**config.mk**
```make
export PLATFORM = sky130hd
export DESIGN_NAME = uart_tx_fifo
export DESIGN_NICKNAME = d
export VERILOG_FILES = /design/src/rtl/uart_tx_fifo.sv
export SDC_FILE = /design/constraint.sdc
export NUM_CORES = 1
export LEC_CHECK = 0
export CAP_MARGIN = 0
export CORE_MARGIN = 2
export CORE_UTILIZATION = 40
export CTS_BUF_LIST = sky130_fd_sc_hd__clkbuf_8
export CTS_CLUSTER_SIZE = 30
export DETAILED_ROUTE_END_ITERATION = 8
export GPL_TIMING_DRIVEN = 1
export PLACE_DENSITY = 0.66
export SLEW_MARGIN = 5
export SYNTH_ARGS = -nofsm -noshare
export SYNTH_HDL_FRONTEND = slang
export SYNTH_SLANG_ARGS = --single-unit
```
**constraint.sdc**
```tcl
create_clock -name i_Clock -period 4.25 [get_ports i_Clock]
set_input_delay 0.85 -clock i_Clock [delete_from_list [all_inputs] [get_ports i_Clock]]
set_output_delay 0.85 -clock i_Clock [all_outputs]
set_load 0.02 [all_outputs]
```
**src/rtl/uart_tx_fifo.sv**
```systemverilog
// Buffered 8N1 UART transmitter: byte FIFO feeding a registered serializer.
// Define UART_TX_FIFO_PARITY_EN to insert an even-parity bit (8E1 frames).
module uart_tx_fifo #(
    parameter int CLKS_PER_BIT    = 87,
    parameter int FIFO_DEPTH_LOG2 = 4
) (
    input  logic                     i_Clock,
    input  logic                     i_Rst_L,
    input  logic                     i_Wr_DV,
    input  logic [7:0]               i_Wr_Byte,
    output logic                     o_Full,
    output logic                     o_Empty,
    output logic [FIFO_DEPTH_LOG2:0] o_Count,
    output logic                     o_Overflow,
    output logic                     o_Tx_Serial,
    output logic                     o_Tx_Active,
    output logic                     o_Tx_Done
);
    localparam int DEPTH = 2**FIFO_DEPTH_LOG2;
    localparam int CNT_W = $clog2(CLKS_PER_BIT);
    localparam logic [FIFO_DEPTH_LOG2:0] FULL_CNT = (FIFO_DEPTH_LOG2+1)'(DEPTH);
    localparam logic [CNT_W-1:0]         LAST_CLK = CNT_W'(CLKS_PER_BIT-1);

    typedef enum logic [2:0] {
        S_IDLE,
        S_START,
        S_DATA,
`ifdef UART_TX_FIFO_PARITY_EN
        S_PARITY,
`endif
        S_STOP
    } t_state;

    logic [7:0]                 r_Mem [DEPTH];
    logic [FIFO_DEPTH_LOG2-1:0] r_Wr_Ptr, r_Rd_Ptr;
    logic [FIFO_DEPTH_LOG2:0]   r_Count;
    logic                       r_Overflow;

    t_state                     r_State, w_State_Next;
    logic [CNT_W-1:0]           r_Clk_Cnt, w_Clk_Cnt_Next;
    logic [2:0]                 r_Bit_Idx, w_Bit_Idx_Next;
    logic [7:0]                 r_Data, w_Data_Next;
    logic                       r_Tx_Serial, w_Serial_Next;
    logic                       r_Tx_Active, r_Tx_Done;

    logic w_Full, w_Empty, w_Wr_En, w_Pop, w_Bit_End;

    assign w_Full    = (r_Count == FULL_CNT);
    assign w_Empty   = (r_Count == '0);
    // A full FIFO drops the write even when a pop frees a slot this cycle.
    assign w_Wr_En   = i_Wr_DV && !w_Full;
    assign w_Bit_End = (r_Clk_Cnt == LAST_CLK);

    always_ff @(posedge i_Clock) begin
        if (w_Wr_En)
            r_Mem[r_Wr_Ptr] <= i_Wr_Byte;
    end

    always_ff @(posedge i_Clock or negedge i_Rst_L) begin
        if (!i_Rst_L) begin
            r_Wr_Ptr   <= '0;
            r_Rd_Ptr   <= '0;
            r_Count    <= '0;
            r_Overflow <= 1'b0;
        end else begin
            if (w_Wr_En)
                r_Wr_Ptr <= r_Wr_Ptr + 1'b1;
            if (w_Pop)
                r_Rd_Ptr <= r_Rd_Ptr + 1'b1;
            r_Overflow <= i_Wr_DV && w_Full;
            case ({w_Wr_En, w_Pop})
                2'b10:   r_Count <= r_Count + 1'b1;
                2'b01:   r_Count <= r_Count - 1'b1;
                default: r_Count <= r_Count;
            endcase
        end
    end

    always_ff @(posedge i_Clock or negedge i_Rst_L) begin
        if (!i_Rst_L) begin
            r_State     <= S_IDLE;
            r_Clk_Cnt   <= '0;
            r_Bit_Idx   <= '0;
            r_Data      <= '0;
            r_Tx_Serial <= 1'b1;
            r_Tx_Active <= 1'b0;
            r_Tx_Done   <= 1'b0;
        end else begin
            r_State     <= w_State_Next;
            r_Clk_Cnt   <= w_Clk_Cnt_Next;
            r_Bit_Idx   <= w_Bit_Idx_Next;
            r_Data      <= w_Data_Next;
            r_Tx_Serial <= w_Serial_Next;
            r_Tx_Active <= (w_State_Next != S_IDLE);
            r_Tx_Done   <= (r_State == S_STOP) && (w_State_Next == S_IDLE);
        end
    end

    always_comb begin
        w_State_Next   = r_State;
        w_Clk_Cnt_Next = r_Clk_Cnt;
        w_Bit_Idx_Next = r_Bit_Idx;
        w_Data_Next    = r_Data;
        w_Pop          = 1'b0;
        w_Serial_Next  = 1'b1;
        case (r_State)
            S_IDLE: begin
                if (!w_Empty) begin
                    w_Pop          = 1'b1;
                    w_Data_Next    = r_Mem[r_Rd_Ptr];
                    w_State_Next   = S_START;
                    w_Clk_Cnt_Next = '0;
                    w_Bit_Idx_Next = '0;
                end
            end
            S_START: begin
                w_Clk_Cnt_Next = w_Bit_End ? '0 : r_Clk_Cnt + 1'b1;
                if (w_Bit_End)
                    w_State_Next = S_DATA;
            end
            S_DATA: begin
                w_Clk_Cnt_Next = w_Bit_End ? '0 : r_Clk_Cnt + 1'b1;
                if (w_Bit_End) begin
                    w_Bit_Idx_Next = r_Bit_Idx + 1'b1;
                    if (r_Bit_Idx == 3'd7)
`ifdef UART_TX_FIFO_PARITY_EN
                        w_State_Next = S_PARITY;
`else
                        w_State_Next = S_STOP;
`endif
                end
            end
`ifdef UART_TX_FIFO_PARITY_EN
            S_PARITY: begin
                w_Clk_Cnt_Next = w_Bit_End ? '0 : r_Clk_Cnt + 1'b1;
                if (w_Bit_End)
                    w_State_Next = S_STOP;
            end
`endif
            S_STOP: begin
                w_Clk_Cnt_Next = w_Bit_End ? '0 : r_Clk_Cnt + 1'b1;
                if (w_Bit_End)
                    w_State_Next = S_IDLE;
            end
            default: w_State_Next = S_IDLE;
        endcase

        // Line level is computed from the next state so the output stays registered.
        case (w_State_Next)
            S_START:  w_Serial_Next = 1'b0;
            S_DATA:   w_Serial_Next = w_Data_Next[w_Bit_Idx_Next];
`ifdef UART_TX_FIFO_PARITY_EN
            S_PARITY: w_Serial_Next = ^w_Data_Next;
`endif
            default:  w_Serial_Next = 1'b1;
        endcase
    end

    assign o_Full      = w_Full;
    assign o_Empty     = w_Empty;
    assign o_Count     = r_Count;
    assign o_Overflow  = r_Overflow;
    assign o_Tx_Serial = r_Tx_Serial;
    assign o_Tx_Active = r_Tx_Active;
    assign o_Tx_Done   = r_Tx_Done;
endmodule

```
Word level (Yosys, flattened, before mapping)
Memories as Yosys holds them, arrays and structs flattened.
Cells that the tools add are included.
Word-level totals
  flip-flop bits (word level): 38
  bits in latches: 0
  bits in writable memories: 128
  memory bits (read-only): 0
  input port bits: 11
  output and inout bits: 11
  word-level logic and storage cells: 64
  memories: 1
Cells by class
  add/subtract/negate cells: 6
  $mul: 0
  divide/modulo/power cells: 0
  order comparisons: 1
  eq/ne operators: 11
  shift operators: 0
  muxes and demuxes: 22
  bitwise gates (word level): 0
  reductions and logical operators: 12
Memory list
  r_Mem: depth 16, width 8, rd ports 1, clocked after memory_dff 0, write ports 1, line 34  | logic [7:0] r_Mem [DEPTH];
Operator list (number)
  2-to-1 mux 3 bit: 7
  2-to-1 mux 8 bit: 2
  2-to-1 mux 7 bit: 2
  one-hot mux 7 bit (2 select lines): 1
  one-hot mux 3 bit (4 select lines): 1
  one-hot mux 5 bit (2 select lines): 1
  == test 3 x 2 -> 1 bit (second input constant): 3
  adder 4 x 1 -> 4 bit (second input constant): 2
  adder 7 x 1 -> 7 bit (second input constant): 1
  == test 7 bit (second input constant): 1
  == test 3 x 1 -> 1 bit (second input constant): 2
  logical NOT 3 bit: 2
  one-hot mux 3 bit (2 select lines): 1
  adder 5 x 1 -> 5 bit (second input constant): 1
  == test 5 bit (second input constant): 1
  logical NOT 5 bit: 1
  2-to-1 mux 1 bit: 5
  subtractor 5 x 1 -> 5 bit (second input constant): 1
  less-than comparator 3 x 4 -> 1 bit (second input constant): 1
  nonzero test 2 bit: 2
  adder 3 x 1 -> 3 bit (second input constant): 1
  binary-select mux 1 bit (select 3 bit): 1
  == test 3 bit (second input constant): 1
  logical AND 1 bit: 3
  8 further kinds: 8

Depth between registers and ports, before layout
  depth after elaboration: 6
  depth in mapped cells: 16

Worst setup path before layout
OpenSTA, ideal clock, no wires.
  path type: reg-to-reg
  start: register r_Count[1] (netlist: o_Count[1])
  end: register r_Count[4] (netlist: o_Count[4])
  setup time: 80 ps
  data arrival time: 3516 ps
  data required time: 4170 ps
  slack: 654 ps
  stages on the path, launching flop included: 17
  cells stage by stage: dfrtp_1 buf_2 or4_1 nor2_1 or4_1 inv_1 buf_2 ha_1 clkbuf_1 xor2_1 ha_1 o21a_1 o21ai_0 o21bai_1 xnor2_1 nor2_1 xnor2_1
Between the ends
  cells in the longest elaborated chain, start to end: 5
Ends and longest elaborated chain
  start, declared: line 36  | logic [FIFO_DEPTH_LOG2:0] r_Count;
  start signal, assigned: line 72  | 2'b10: r_Count <= r_Count + 1'b1;
  start signal, assigned: line 73  | 2'b01: r_Count <= r_Count - 1'b1;
  start signal, assigned: line 74  | default: r_Count <= r_Count;
  logical NOT 5 bit *: line 49  | assign w_Empty = (r_Count == '0);
  via o_Empty: line 12  | output logic o_Empty,
  2-to-1 mux 1 bit *: line 108  | if (!w_Empty) begin
  2-to-1 mux 1 bit *: line 106  | case (r_State)
  via w_Pop: line 46  | logic w_Full, w_Empty, w_Wr_En, w_Pop, w_Bit_End;
  == test 2 x 1 -> 1 bit / == test 2 bit (equally long branches): line 71  | case ({w_Wr_En, w_Pop})
  one-hot mux 5 bit (2 select lines) / nonzero test 2 bit (equally long branches)
The timed path passes the listed nets; every way through them passes the cells marked *.
A chain may end at the register's enable or synchronous reset.

Worst setup path in the final report
  start: register r_Count[1] (netlist: o_Count[1])
  end: register r_Count[4] (netlist: o_Count[4])
Between the ends
  cells in the longest elaborated chain, start to end: 5
Ends and longest elaborated chain (line)
  logical NOT 5 bit / == test 5 bit (equally long branches): 49, 48
  2-to-1 mux 1 bit / logical NOT 1 bit (equally long branches): 108, 51
  2-to-1 mux 1 bit / logical AND 1 bit (equally long branches): 106, 51
  == test 2 x 1 -> 1 bit / == test 2 bit (equally long branches): 71
  one-hot mux 5 bit (2 select lines) / nonzero test 2 bit (equally long branches)
Parallel ways exist; a longest one is shown, timed or not.

==> out/qor.yml <==
fin_crit_ps: 3450
finClkSkew_ps: 12.5
cts_buffer_depth: 2
rows: 48
final_cell_mix: "edfxtp_1 (128), mux4_2 (39), dfrtp_1 (36), nor2_1 (22), clkdlybuf4s50_1 (20)"
final_common_cell: "edfxtp_1"
r2r_start: "o_Count[1]"
port_buffers: 21
ys_seq_area_frac: 0.688
gr-usage-all-layers: 0.154
drt-initial-drc-count: 265
tightest_slew_ps: 984
synth.distinct_cells: 56
numCtsBuffers: 17
yosysWarnings: 0
syn_nets: 427
die_y_um: 136
die-area_um2: 18500
fillerInstances: 1492
post_cts.repair.setup_buffers: 0
criticalPathCategory: "flip-flop to flip-flop"
final-setup-viol-count: 0
clkLatencyLatePin_ps: 450
cts_tree: "yes"
cts.root.buffer_cell: "clkbuf_8"
tns_ps: 0
drt-pass1-iter-count: 4
synth_edf_count: 128
first_global_vias: 3693
path_clk_slew_ps: 90
hp-class: "primary input to asynchronous set/reset pin"
grt_pass1_wl_um: 20900
rsz0062_at_grt: "no"
core_um2: 17200
antenna_found_initial: 0
die_x_um: 136
synth_area_um2: 6970
hpwl_um: 8480
synth_cells: 403
hold_viol_final: 0
combPwrFrac: 0.283
fin_crit_sh: 0.813
status: "finished clean"
swShare: 0.311
crit_path_end_kind: "flip-flop"
final_core_util: 0.456
ir_worst_vdd_uv: 253
h-tree-depth: 4
p_int_w: 0.00321
clkSinkCount: 166
p_switching_w: 0.00145
worst-path-max-fanout: 15
via_count: 3552
crit_start: "o_Count[1]"
synth.ff_latch_count: 166
ant_nets: 0
totalWireLength_um: 13000
ys.flop_type: "edfxtp_1"
fin_nets: 454
critical_path_required_ps: 4630
wl_per_cell_um: 19.4
pwr-share-clk: 0.246
initial_core_util: 0.406
cts-resized-gates: 0
pwr-share-seq: 0.471
place_ws_ps: 820
arrival_ps: 3840
grt_max_degree: 39
setup_ws_ps: 796
cts_hold_buf: 0
drive_gt1_frac: 0.213
slew_viol_final: 0
gp_congestion: 0.831
area_growth_pct: 12.4
avgSynthCellArea_um2: 17.3
leakagePower_nw: 2.69
drc_errors: 0
vias_per_cell: 5.33
power-per-cell-area_nw_per_um2: 595
overflow: 0
start_kind: "flip-flop"
slew_headroom: 0.341
diodes: 0
synthArstFlopShare: 0.229
fmax_ghz: 0.290
maxCapViolations: 0
ioPinCount: 22
path summary, 6_finish.rpt:
check                      slack, ps  cells past startpoint     endpoint
max in group asynchronous       3150                      1  r_Rd_Ptr[0]
setup / recovery                 800                     13   o_Count[4]
min in group i_Clock             510                      1    r_Data[6]
hold / removal                   500                      1   o_Count[3]
setup reg to reg                 800                     13   o_Count[4]
hold reg to reg                  510                      1    r_Data[6]
power groups by stage:
stage | combinational (W) | sequential (W) | clock (W)
6_report | 0.00132 | 0.00220 | 0.00115
2_1_floorplan | 0.00101 | 0.00213 | 0
3_3_place_gp | 0.00130 | 0.00222 | 0
3_5_place_dp | 0.00133 | 0.00224 | 0
4_1_cts | 0.00134 | 0.00220 | 0.00117
5_1_grt | 0.00144 | 0.00224 | 0.00123
layout make-up:
class / instances / area, um2 / area share
Clock buffer: 17 / 234 / 0.0299
Clock inverter: 14 / 166 / 0.0212
Inverter: 11 / 41.3 / 0.00527
Multi-Input combinational cell: 206 / 2040 / 0.261
Sequential cell: 166 / 4800 / 0.613
Tap cell: 225 / 282 / 0.0359
Timing Repair Buffer: 28 / 270 / 0.0345
cell families after synthesis:
group,after synthesis,share of synthesized area
flip-flops,166,0.688
AND/OR/NAND/NOR,83,0.0632
multiplexers,49,0.142
AO/OA/AOI/OAI,46,0.0461
buffers and inverters,31,0.0190
XOR/XNOR,14,0.0176
adder cells (fa/ha/maj),13,0.0233
other,1,0.000538
flip-flops by register name (all words and copies together), names as in the netlist:
register and cells:
r_Data 8, r_Wr_Ptr 4, r_Rd_Ptr 4, o_Overflow 1
o_Tx_Done 1, r_Mem 128, o_Tx_Serial 1, r_State 3
o_Tx_Active 1, r_Clk_Cnt 7, r_Bit_Idx 3, o_Count 5
synth_stat cells (2+ instances only):
library cell / number / share of area
a211oi_1: 2 / 0.0022
a21boi_0: 2 / 0.0022
a21oi_1: 5 / 0.0036
a311oi_1: 2 / 0.0025
and2_1: 2 / 0.0018
and3_1: 5 / 0.0045
buf_1: 2 / 0.0011
buf_2: 7 / 0.0050
clkbuf_1: 10 / 0.0054
dfrtp_1: 37 / 0.13
edfxtp_1: 128 / 0.55
ha_1: 13 / 0.023
inv_1: 11 / 0.0059
mux2_2: 9 / 0.015
mux4_2: 39 / 0.13
nand2_1: 18 / 0.0097
nand2b_1: 9 / 0.0081
nand3_1: 3 / 0.0022
nand3b_1: 2 / 0.0022
nand4_1: 4 / 0.0036
nor2_1: 22 / 0.012
nor3_1: 4 / 0.0029
nor3b_1: 2 / 0.0022
o21a_1: 3 / 0.0032
o21ai_0: 15 / 0.011
o21bai_1: 2 / 0.0022
o22ai_1: 2 / 0.0018
o31ai_1: 2 / 0.0022
or4_1: 2 / 0.0022
xnor2_1: 10 / 0.013
xor2_1: 4 / 0.0050
layer usage:
metal  track usage  routed length (um)
met5             0                   0
met4        0.0486                 137
met1         0.206                5760
met3        0.0336                 512
met2         0.254                6560
worst max-delay path, cell delays in order, from the launching register on:
cell and delay (ps):
dfrtp_1 500, or4_1 600, nor2_1 190, or4_1 210, inv_1 260, ha_1 410, xor2_1 190, ha_1 230
o21a_1 170, o21ai_0 150, o21bai_1 100, xnor2_1 130, nor2_1 120, xnor2_1 130
metrics by stage:
stage          hold slack [ps]  instances  total power (W)  area (um2)
4_1_cts                    511        667          0.00471        7830
3_3_place_gp               487        636          0.00351        7430
3_5_place_dp               490        636          0.00357        7430
6_report                   500        667          0.00466        7830
2_1_floorplan              466        403          0.00314        6970
5_1_grt                    523        667          0.00491        7830
(Power assumes the default switching activity.)
